## src/rtl/arb_pkg.sv

```systemverilog
// Shared definitions for the rotating-priority core arbiter: FSM state
// encoding and the default sizing parameters.
package arb_pkg;

  localparam int N_REQ_DEF   = 4;
  localparam int TIMEOUT_DEF = 255;
  localparam int TO_W_DEF    = 8;

  typedef enum logic [1:0] {
    IDLE  = 2'd0,
    GRANT = 2'd1,
    GAP   = 2'd2
  } arb_state_t;

endpackage

```

## src/rtl/rr_pick.sv

```systemverilog
// Rotating-priority search: returns the first set request bit found when
// searching upward from (ptr+1) mod N_REQ with wrap-around. The core at ptr
// itself is examined last, so it has the lowest priority.
module rr_pick
  import arb_pkg::*;
#(
  parameter int N_REQ = N_REQ_DEF
) (
  input  logic [N_REQ-1:0]         req,
  input  logic [$clog2(N_REQ)-1:0] ptr,
  output logic [$clog2(N_REQ)-1:0] winner,
  output logic                     any_req
);

  localparam int PW = $clog2(N_REQ);

  logic [PW-1:0] idx_s;

  // Scan from the farthest candidate back to the nearest so the nearest set bit wins
  always_comb begin
    winner  = {PW{1'b0}};
    idx_s   = {PW{1'b0}};
    any_req = |req;
    for (int i = N_REQ; i >= 1; i--) begin
      idx_s  = PW'((int'(ptr) + i) % N_REQ);
      winner = req[idx_s] ? idx_s : winner;
    end
  end

endmodule

```

## src/rtl/core_rr_arbiter.sv

```systemverilog
// Round-robin arbiter granting one shared resource to one of N_REQ cores.
// A tenure lasts while the owner keeps requesting, has not released, and has
// not hit the TIMEOUT limit; every tenure is followed by exactly one idle GAP
// cycle so two grants can never touch.
module core_rr_arbiter
  import arb_pkg::*;
#(
  parameter int N_REQ   = N_REQ_DEF,
  parameter int TIMEOUT = TIMEOUT_DEF,
  parameter int TO_W    = TO_W_DEF
) (
  input  logic                     clk,
  input  logic                     rst,
  input  logic [N_REQ-1:0]         req,
  input  logic [N_REQ-1:0]         rel,
  output logic [N_REQ-1:0]         gnt,
  output logic [$clog2(N_REQ)-1:0] owner,
  output logic                     busy,
  output logic                     timeout
);

  localparam int              PW      = $clog2(N_REQ);
  localparam logic [TO_W-1:0] TO_LIM  = TO_W'(TIMEOUT);
  localparam logic [TO_W-1:0] CNT_MAX = {TO_W{1'b1}};
  localparam logic [PW-1:0]   PTR_RST = PW'(N_REQ - 1);

  arb_state_t        state_r, state_s;
  logic [N_REQ-1:0]  gnt_r, gnt_s;
  logic [PW-1:0]     owner_r, owner_s;
  logic              busy_r, busy_s;
  logic              timeout_r, timeout_s;
  logic [TO_W-1:0]   cnt_r, cnt_s;
  logic [PW-1:0]     ptr_r, ptr_s;
  logic [PW-1:0]     winner_s;
  logic              any_req_s;
  logic              end_s;
  logic              limit_s;

  rr_pick #(.N_REQ(N_REQ)) u_pick (
    .req     (req),
    .ptr     (ptr_r),
    .winner  (winner_s),
    .any_req (any_req_s)
  );

  // Owner gives up voluntarily (request dropped or release strobe)
  assign end_s   = ~req[owner_r] | rel[owner_r];
  // Tenure has reached the configured limit; TIMEOUT of 0 never limits
  assign limit_s = (TIMEOUT != 0) && (cnt_r == TO_LIM);

  // Next-state, next-grant and tenure-counter decisions
  always_comb begin
    state_s   = state_r;
    gnt_s     = gnt_r;
    owner_s   = owner_r;
    busy_s    = busy_r;
    timeout_s = 1'b0;
    cnt_s     = cnt_r;
    ptr_s     = ptr_r;
    case (state_r)
      IDLE, GAP: begin
        if (any_req_s) begin
          state_s = GRANT;
          gnt_s   = {{(N_REQ-1){1'b0}}, 1'b1} << winner_s;
          owner_s = winner_s;
          ptr_s   = winner_s;
          busy_s  = 1'b1;
          cnt_s   = TO_W'(1);
        end else begin
          state_s = IDLE;
          gnt_s   = {N_REQ{1'b0}};
          busy_s  = 1'b0;
          cnt_s   = {TO_W{1'b0}};
        end
      end
      GRANT: begin
        if (end_s || limit_s) begin
          state_s   = GAP;
          gnt_s     = {N_REQ{1'b0}};
          busy_s    = 1'b0;
          timeout_s = limit_s;
          cnt_s     = {TO_W{1'b0}};
        end else begin
          state_s = GRANT;
          cnt_s   = (cnt_r == CNT_MAX) ? cnt_r : cnt_r + TO_W'(1);
        end
      end
      default: begin
        state_s = IDLE;
        gnt_s   = {N_REQ{1'b0}};
        busy_s  = 1'b0;
        cnt_s   = {TO_W{1'b0}};
      end
    endcase
  end

  // State and registered outputs; reset gives core 0 first priority
  always_ff @(posedge clk) begin
    if (rst) begin
      state_r   <= IDLE;
      gnt_r     <= {N_REQ{1'b0}};
      owner_r   <= {PW{1'b0}};
      busy_r    <= 1'b0;
      timeout_r <= 1'b0;
      cnt_r     <= {TO_W{1'b0}};
      ptr_r     <= PTR_RST;
    end else begin
      state_r   <= state_s;
      gnt_r     <= gnt_s;
      owner_r   <= owner_s;
      busy_r    <= busy_s;
      timeout_r <= timeout_s;
      cnt_r     <= cnt_s;
      ptr_r     <= ptr_s;
    end
  end

  assign gnt     = gnt_r;
  assign owner   = owner_r;
  assign busy    = busy_r;
  assign timeout = timeout_r;

endmodule

```

## config.mk

```make
export PLATFORM = sky130hd
export DESIGN_NAME = core_rr_arbiter
export DESIGN_NICKNAME = d
export VERILOG_FILES = /design/src/rtl/arb_pkg.sv /design/src/rtl/rr_pick.sv /design/src/rtl/core_rr_arbiter.sv
export SDC_FILE = /design/constraint.sdc
export NUM_CORES = 1
export LEC_CHECK = 0
export BUFFER_PORTS_ARGS = -buffer_cell sky130_fd_sc_hd__buf_4
export CORE_MARGIN = 2
export CORE_UTILIZATION = 44
export DETAILED_ROUTE_END_ITERATION = 8
export PLACE_DENSITY = 0.65
export SLEW_MARGIN = 20
export SYNTH_ARGS = -nofsm -noshare
export SYNTH_HDL_FRONTEND = slang
export SYNTH_HIERARCHICAL = 1
export SYNTH_SLANG_ARGS = --single-unit
```

## constraint.sdc

```tcl
create_clock -name clk -period 1.54 [get_ports clk]
set_input_delay 0.308 -clock clk [delete_from_list [all_inputs] [get_ports clk]]
set_output_delay 0.308 -clock clk [all_outputs]
set_load 0.005 [all_outputs]
```

# Word-level counts from Yosys, hierarchy flattened
# Index checks and enable logic that the tools add are counted.
[op_classes]
n_addsub = 5
order_cmp = 5
eq_ne = 5
n_shift = 1
mux = 29
bitwise = 4
reduce_logical = 6
[op_table]
columns = ["operator", "n"]
rows = [
  ["$mux W8", 2],
  ["$pmux W8 S2", 1],
  ["$lt A2 B3 Y1 const B", 5],
  ["$bmux W1 S2", 6],
  ["$mux W1", 10],
  ["$mux W2", 5],
  ["$add A8 B1 Y8 const B", 1],
  ["$eq A8 B8 Y1 const B", 1],
  ["$mux W4", 2],
  ["$pmux W4 S2", 1],
  ["$add A2 B1 Y2 const B", 2],
  ["$add A2 B2 Y2 const B", 2],
  ["$pmux W2 S2", 1],
  ["$reduce_or A4 Y1", 1],
  ["$shl A1 B2 Y4 const A", 1],
  ["$ne A3 B3 Y1 const B", 1],
  ["$not A1 Y1", 3],
  ["$reduce_or A3 Y1", 1],
  ["$eq A2 B1 Y1 const B", 1],
  ["$eq A2 B2 Y1 const B", 1],
  ["$logic_not A2 Y1", 1],
  ["$ne A2 B2 Y1 const B", 1],
  ["$pmux W1 S2", 1],
  ["$reduce_and A2 Y1", 1],
  ["3 further kinds", 3],
]
[totals]
reg_bits = 20
in_bits = 10
out_inout_bits = 8

# Logic depth before layout (Yosys ltp)
# Gate-level depths: netlist (run 1).
[depth]
word_depth = 10
ltp_mapped = 5
depth_no_buf = 5

# Hierarchy
# The synthesis (run 1) kept the hierarchy.
[by_module_without_submodules]
columns = ["module", "n_inst", "cells_per_inst", "area_per_inst_um2"]
rows = [
  ["core_rr_arbiter", 1, 91, 894.6],
  ["rr_pick", 1, 14, 91.3],
]

# Worst setup path after synthesis (run 1)
# No wires, ideal clock.
[synth_timing]
path_type = "flip-flop to flip-flop"
startpoint = "reg owner_r[0] (netlist: owner[0])"
endpoint = "reg cnt_r[0]"
arrival_ns = 1.335
required_ns = 1.452
path_slack_ns = 0.117
stages_incl_launch_ff = 4
n_path_buf = 1
cell_sequence = "dfxtp_1 -> mux4_2 -> buf_6 -> o32ai_2"
[synth_via]
elab_chain_len = 7
[synth_rtl]
columns = ["item", "line_no", "rtl"]
rows = [
  ["start: declaration", "core_rr_arbiter.sv:29", "logic [PW-1:0] owner_r, owner_s;"],
  ["start signal: assignment", "core_rr_arbiter.sv:102", "owner_r <= {PW{1'b0}};"],
  ["start signal: assignment", "core_rr_arbiter.sv:110", "owner_r <= owner_s;"],
  ["$bmux W1 S2", "core_rr_arbiter.sv:47", "assign end_s = ~req[owner_r] | rel[owner_r];"],
  ["$mux W1 (implied by the code)", "core_rr_arbiter.sv:47", ""],
  ["$not A1 Y1", "core_rr_arbiter.sv:47", ""],
  ["$or A1 B1 Y1 (*)", "core_rr_arbiter.sv:47", ""],
  ["$logic_or A1 B1 Y1 (*)", "core_rr_arbiter.sv:77", "if (end_s || limit_s) begin"],
  ["$mux W8", "core_rr_arbiter.sv:77", ""],
  ["$pmux W8 S2", "core_rr_arbiter.sv:60", "case (state_r)"],
  ["end signal: assignment", "core_rr_arbiter.sv:105", "cnt_r <= {TO_W{1'b0}};"],
  ["end signal: assignment", "core_rr_arbiter.sv:113", "cnt_r <= cnt_s;"],
  ["end: declaration", "core_rr_arbiter.sv:32", "logic [TO_W-1:0] cnt_r, cnt_s;"],
]
# Mark *: on every way between the ends. The rest lies on a longest branch, timed or not. The select of a mux whose other input is x is not followed.
# A chain may end at the register's enable or synchronous reset.

# Worst setup path in the final report (run 1)
[layout_timing]
startpoint = "reg owner_r[0] (netlist: owner[0])"
endpoint = "reg gnt_r[0] (netlist: gnt[0])"
[layout_via]
elab_chain_len = 6
[layout_rtl]
columns = ["item", "line_no", "rtl"]
rows = [
  ["$bmux W1 S2", "core_rr_arbiter.sv:47", ""],
  ["$mux W1 (implied by the code)", "core_rr_arbiter.sv:47", ""],
  ["$not A1 Y1", "core_rr_arbiter.sv:47", ""],
  ["$or A1 B1 Y1 (*)", "core_rr_arbiter.sv:47", ""],
  ["$logic_or A1 B1 Y1 (*)", "core_rr_arbiter.sv:77", ""],
  ["$ne A2 B2 Y1 (no source line) (*)", "n/a", ""],
  ["end signal: assignment", "core_rr_arbiter.sv:101", "gnt_r <= {N_REQ{1'b0}};"],
  ["end signal: assignment", "core_rr_arbiter.sv:109", "gnt_r <= gnt_s;"],
  ["end: declaration", "core_rr_arbiter.sv:28", "logic [N_REQ-1:0] gnt_r, gnt_s;"],
]
# Marks and branches as above.

==> impl_metrics.csv, run 1 <==
group,metric,value,unit
timing,worstMarginPinSlew,0.4259,ns
logic_synthesis,yosys_register_bits,20,
setup_path,cp-end-kind,"flip-flop",
placed_design,place_area,1174,um2
cells_and_area,final_area,1226,um2
clocking,cts.clk_slew.worst_paths,0.12,ns
cells_and_area,diodes,0,
timing,setup_viol,0,
clocking,clockRootBuffer,"clkbuf_4",
grt,grt_pass1_vias,786,
timing,skew,0.009306,ns
min_path,min_path_type,"input port to flip-flop",
logic_synthesis,synth_edf_count,0,
die,start_util,45.44,%
timing,fin_ws,0.08233,ns
die,core_area,2170,um2
detailed_routing,via_per_inst,5.478,
die,rows,17,
timing,relSlewSlack,71.61,%
setup_path,slowest_stage,"mux4_2",
grt,grt_pass1_wl,3291,um
placed_design,place_ws,-0.08469,ns
timing,maxSlewViolCount,0,
logic_synthesis,netlist_instances,105,
cells_and_area,final_cell_count_no_fill,157,
cells_and_area,drive_gt1_share,30.23,%
cells_and_area,layout.nets,141,
logic_synthesis,synth_area_leaders,"dfxtp_1 41%, nand2b_1 5.7%, mux4_2 4.6%, a211oi_2 3.8%, nand2_1 3.8%",
clocking,clkLatencyLatePin,0.31,ns
placed_design,dp_hpwl,1554,um
placed_design,post-place-cells,153,
power,powerDensity,1015,nW/um2
logic_synthesis,yosysWarningCount,6,
clocking,post_cts_resized,0,
clocking,postCtsSetupRepairBufs,0,
power,p_leak,0.4606,nW
grt,antenna_found_initial,0,
detailed_routing,drt-pass1-iter-count,4,
timing,rsz0062_at_grt,"no",
logic_synthesis,synth_cell_types,35,
setup_path,slowest_delay,0.69,ns
grt,grt_usage,16.94,%
run,cap_violations,0,
timing,whs,0.2257,ns
logic_synthesis,async_reset_ff_share,0,%
detailed_routing,antenna_left,0,
placed_design,gp_congestion,0.7037,
logic_synthesis,synthesis.area,985.9,um2
clocking,clock_sinks,20,
detailed_routing,wl_per_cell,12.51,um
logic_synthesis,avgSynthCellArea,9.390,um2
setup_path,arrival,1.68,ns
detailed_routing,wirelength,1964,um
clocking,numCtsBuffers,3,
die,die_x,51.34,um
timing,fin_crit_sh,94.65,%
timing,period_minus_slack,1.458,ns
logic_synthesis,ys.flop_type,"dfxtp_1",
placed_design,port_buffers,17,
logic_synthesis,synth_top_area_share,40.61,%
setup_path,path_cells,"mux4_2 -> o32ai_1",
cells_and_area,area_growth_syn_to_layout,24.37,%
setup_path,crit_fanout,13,
detailed_routing,route.vias.total,860,
clocking,holdBufCountCts,0,
clocking,htreeDepth,1,
setup_path,critPathLaunchType,"flip-flop",
cells_and_area,layout_common_cells,"23 x buf_4, 20 x dfxtp_1, 10 x nand2_1, 9 x nand2b_1",
grt,gr-total-overflow,0,
timing,final_hold_viol_count,0,
outcome,status,"finished clean",
clocking,cts_tree,"built",
detailed_routing,drc_errors,0,
logic_synthesis,yosysTopAreaCell,"dfxtp_1",
die,ios,18,
cells_and_area,final_util,56.52,%
setup_path,crit_type,"flip-flop to flip-flop",
cells_and_area,final_common_cell,"buf_4",
timing,fmaxAchievable,0.6860,GHz
logic_synthesis,syn-num-nets,116,
detailed_routing,drtIter0Drc,16,
logic_synthesis,ys_seq_area_share,40.61,%
setup_path,worstPathRequired,1.76,ns
grt,grt_max_degree,14,
die,die_area,2635,um2
die,die_y,51.34,um
clocking,clock_path_buffers,2,
power,peakVddDrop,0.6695,mV
-- critical path, delay by kind of cell, from the launching register on --
kind           cells  cell delay (ns)
multiplexers       1             0.69
flip-flops         1             0.38
AO/OA/AOI/OAI      1             0.31
-- Yosys cell counts (2+ instances only) --
master and count:
dfxtp_1 20, nand2_1 10, nand2b_1 9, a21oi_1 7, inv_1 7, nand3_1 4, nor2b_1 4, a211oi_2 3
nor2_1 3, nor3_1 3, nor3b_1 3, o21ai_0 3, o32ai_1 3, mux4_2 2, o32ai_2 2, or3_1 2
xor2_1 2
-- state kept, by name, indices dropped and copies added, names as in the netlist --
signal   count
cnt_r        8
owner        2
busy         1
ptr_r        2
gnt          4
state_r      2
timeout      1
-- routing by layer --
layer | global-route usage [%] | vias up | routed length, um
met5 | 0 | - | 0
met4 | 3.947 | 0 | 13
met3 | 6.140 | 2 | 105
met2 | 28.79 | 18 | 962
met1 | 20.40 | 417 | 882
li1 | - | 423 | -
-- per-stage QoR --
stage / TNS (ns) / power, mW
floorplan: 0 / 0.7330
global placement: -0.1397 / 0.8213
detailed placement: -0.3038 / 0.8287
CTS: 0 / 1.254
global route: 0 / 1.304
finish: 0 / 1.244
-- report_power, final --
group          internal [mW]  total (mW)  switching, mW
Combinational          0.119       0.237          0.118
Clock                  0.263       0.427          0.164
Sequential             0.552       0.579         0.0279
Total                  0.934        1.24          0.310
-- area by class of cell --
cell class              count  area [um2]
inverters                   7       26.28
repair buffers             23       172.7
fillers                   222       943.4
multi-input cells          75       539.3
clock buffers               3       22.52
flip-flops and latches     20       400.4
clock inverters             1       30.03
well taps                  28       35.03
-- logic make-up after synthesis --
group	count (synthesis)	synth area share, %
fa+ha+maj	1	1.269
flops	20	40.61
simple gates	44	24.87
buf+inv	10	4.695
xor+xnor	3	2.665
mux	3	5.583
compound gates	24	20.31
-- final timing paths --
check	startpoint	endpoint	slack (ns)	depth (start not counted)
worst max-delay path	owner[0]	gnt[0]	0.08	2
worst min-delay path	rst	owner[1]	0.23	2
worst max register to register	owner[0]	gnt[0]	0.08	2
worst min register to register	gnt[3]	gnt[3]	0.48	2
No activity file was read; power rests on OpenSTA's default activity.
==> inputs of run 2 (changes only) <==
--- a/config.mk
+++ b/config.mk
@@ -5,11 +5,11 @@
 export SDC_FILE = /design/constraint.sdc
 export NUM_CORES = 1
 export LEC_CHECK = 0
+export ABC_AREA = 1
 export BUFFER_PORTS_ARGS = -buffer_cell sky130_fd_sc_hd__buf_4
 export CORE_MARGIN = 2
 export CORE_UTILIZATION = 44
 export DETAILED_ROUTE_END_ITERATION = 8
-export PLACE_DENSITY = 0.65
 export SLEW_MARGIN = 20
 export SYNTH_ARGS = -nofsm -noshare
 export SYNTH_HDL_FRONTEND = slang
==> impl_metrics.csv, run 2 <==
group,metric,value,unit
outcome,status,"finished clean",
logic_synthesis,ys_seq_area_share,34.56,%
die,ios,18,
detailed_routing,highest_layer,"met4",
cells_and_area,area_growth_syn_to_layout,24.95,%
clocking,numCtsBuffers,3,
logic_synthesis,synth_area_leaders,"dfxtp_1 35%, nand2_1 17%, inv_1 9.7%, nor2_1 4.9%, nand3_1 4.8%",
setup_path,worstPathRequired,1.78,ns
logic_synthesis,async_reset_ff_share,0,%
detailed_routing,antenna_left,0,
logic_synthesis,yosys_register_bits,20,
clocking,clock_path_buffers,2,
clocking,cts_tree,"built",
grt,gr-total-overflow,0,
clocking,clkLatencyLatePin,0.30,ns
min_path,min_path_type,"input port to flip-flop",
timing,rsz0062_at_grt,"yes",
detailed_routing,drtIter0Drc,20,
detailed_routing,drc_errors,0,
setup_path,cp-end-kind,"flip-flop",
detailed_routing,route.met2.wl,956,um
cells_and_area,final_common_cell,"nand2_1",
logic_synthesis,synth_cell_types,20,
clocking,htreeDepth,1,
power,peakVddDrop,0.6983,mV
cells_and_area,fillerInstances,261,
logic_synthesis,synthesis.area,1159,um2
power,powerDensity,1286,nW/um2
timing,final_hold_viol_count,0,
cells_and_area,layout_common_cells,"43 x nand2_1, 27 x inv_1, 20 x buf_4, 17 x dfxtp_1, 15 x nand2_2",
timing,maxSlewViolCount,0,
logic_synthesis,netlist_top_cells_count,"53 x nand2_1, 30 x inv_1, 20 x dfxtp_1",
die,core_area,2477,um2
cells_and_area,layout.nets,209,
logic_synthesis,yosysWarningCount,6,
timing,period_minus_slack,1.470,ns
detailed_routing,wl_per_cell,9.850,um
timing,relSlewSlack,82.78,%
run,cap_violations,0,
timing,skew,0.008377,ns
timing,fmaxAchievable,0.6802,GHz
detailed_routing,drt-pass1-iter-count,4,
timing,fin_ws,0.06992,ns
cells_and_area,final_util,58.43,%
clocking,clockRootBuffer,"clkbuf_4",
cells_and_area,regMostFlops,"cnt_r",
timing,worstMarginPinSlew,0.2580,ns
logic_synthesis,yosysTopAreaCell,"dfxtp_1",
cells_and_area,diodes,0,
timing,setup_viol,0,
logic_synthesis,synth_top_area_share,34.56,%
cells_and_area,drive_gt1_share,33.50,%
grt,grt_pass1_wl,3995,um
cells_and_area,final_cell_count_no_fill,227,
timing,fin_crit_sh,95.46,%
grt,grt_usage,15.94,%
setup_path,critPathLaunchType,"flip-flop",
detailed_routing,via_per_inst,4.683,
logic_synthesis,avgSynthCellArea,6.659,um2
placed_design,gp_congestion,0.8437,
die,start_util,46.77,%
cells_and_area,largest_reg_flops,8,
cells_and_area,multi_input_area,683.2,um2
clocking,postCtsSetupRepairBufs,0,
setup_path,crit_fanout,8,
placed_design,dp_hpwl,1760,um
grt,grt_pass1_vias,909,
logic_synthesis,synth.most_common_cell,"nand2_1",
logic_synthesis,netlist_instances,174,
logic_synthesis,syn-num-nets,185,
placed_design,port_buffers,17,
detailed_routing,drt-met1-wl,1180,um
power,p_leak,0.7203,nW
setup_path,crit_type,"flip-flop to flip-flop",
logic_synthesis,ys.flop_type,"dfxtp_1",
setup_path,arrival,1.71,ns
die,rows,18,
detailed_routing,dr_wl_met3,88,um
logic_synthesis,synth_edf_count,0,
cells_and_area,seq_area,409.1,um2
clocking,cts.clk_slew.worst_paths,0.11,ns
grt,grt_max_degree,12,
placed_design,place_ws,-0.1369,ns
detailed_routing,route.vias.total,1063,
die,die_area,3060,um2
placed_design,post-place-cells,223,
grt,antenna_found_initial,0,
clocking,clock_sinks,20,
die,die_x,55.32,um
timing,whs,0.2218,ns
die,die_y,55.32,um
detailed_routing,wirelength,2236,um
==> run 2: per-stage QoR <==
stage / area, um2 / TNS, ns / power, mW
after floorplan: 1159 / 0 / 1.196
after global placement: 1339 / -0.1475 / 1.431
after detailed placement: 1339 / -0.3228 / 1.444
after CTS: 1385 / 0 / 1.763
after global routing: 1448 / -0.4095 / 2.061
final: 1448 / 0 / 1.862
==> run 2: routing by layer <==
metal	GRT usage (%)	vias to the layer above
met5	0	-
met4	4.181	0
met3	4.215	2
met2	23.13	19
met1	23.35	462
li1	-	580
==> run 2: kinds of logic (layout without fill, tap and decap cells) <==
family	count (synthesis)	in the layout	synth area share (%)
XOR/XNOR	6	6	4.536
AND/OR/NAND/NOR	105	105	45.03
flip-flops	20	20	34.56
AO/OA/AOI/OAI	8	8	3.456
buffers and inverters	34	57	11.34
adder cells (fa/ha/maj)	1	1	1.080
==> run 2: repair_timing <==
item	4_1_cts	5_1_grt
hold buffers	0	0
resized for setup	5	24
pin swaps	1	11
setup endpoints to repair	6	10
hold endpoints to repair	0	0
==> run 2: final timing paths <==
| kind | startpoint | cells after the start | endpoint | slack, ns |
|---|---|---|---|---|
| min reg2reg | busy | 2 | busy | 0.50 |
| max reg2reg | ptr_r[0] | 14 | gnt[1] | 0.07 |
| max | ptr_r[0] | 14 | gnt[1] | 0.07 |
| min | rst | 2 | owner[1] | 0.22 |
==> run 2: layout make-up <==
cell class	instances	area share, %
flip-flops and latches	20	28.26
multi-input cells	120	47.19
well taps	30	2.593
clock buffers	4	2.506
inverters	33	9.075
repair buffers	20	10.37
==> run 2: power by group <==
group / switching [mW] / internal, mW / total (mW) / leakage (nW)
Sequential: 0.0799 / 0.602 / 0.682 / 0.164
Clock: 0.153 / 0.144 / 0.297 / 0.0210
Combinational: 0.515 / 0.368 / 0.883 / 0.535
==> run 2: critical path, cell delays in order (launching register included) <==
cell	delay [ns]
dfxtp_4	0.41
inv_6	0.06
nand2_2	0.06
nand2_1	0.06
nor2_2	0.11
nand3_2	0.09
nand3_1	0.07
nand2_1	0.06
nand2_2	0.07
inv_2	0.05
nor2_4	0.12
nand2_1	0.06
nand2_1	0.06
inv_1	0.04
nor2_1	0.09
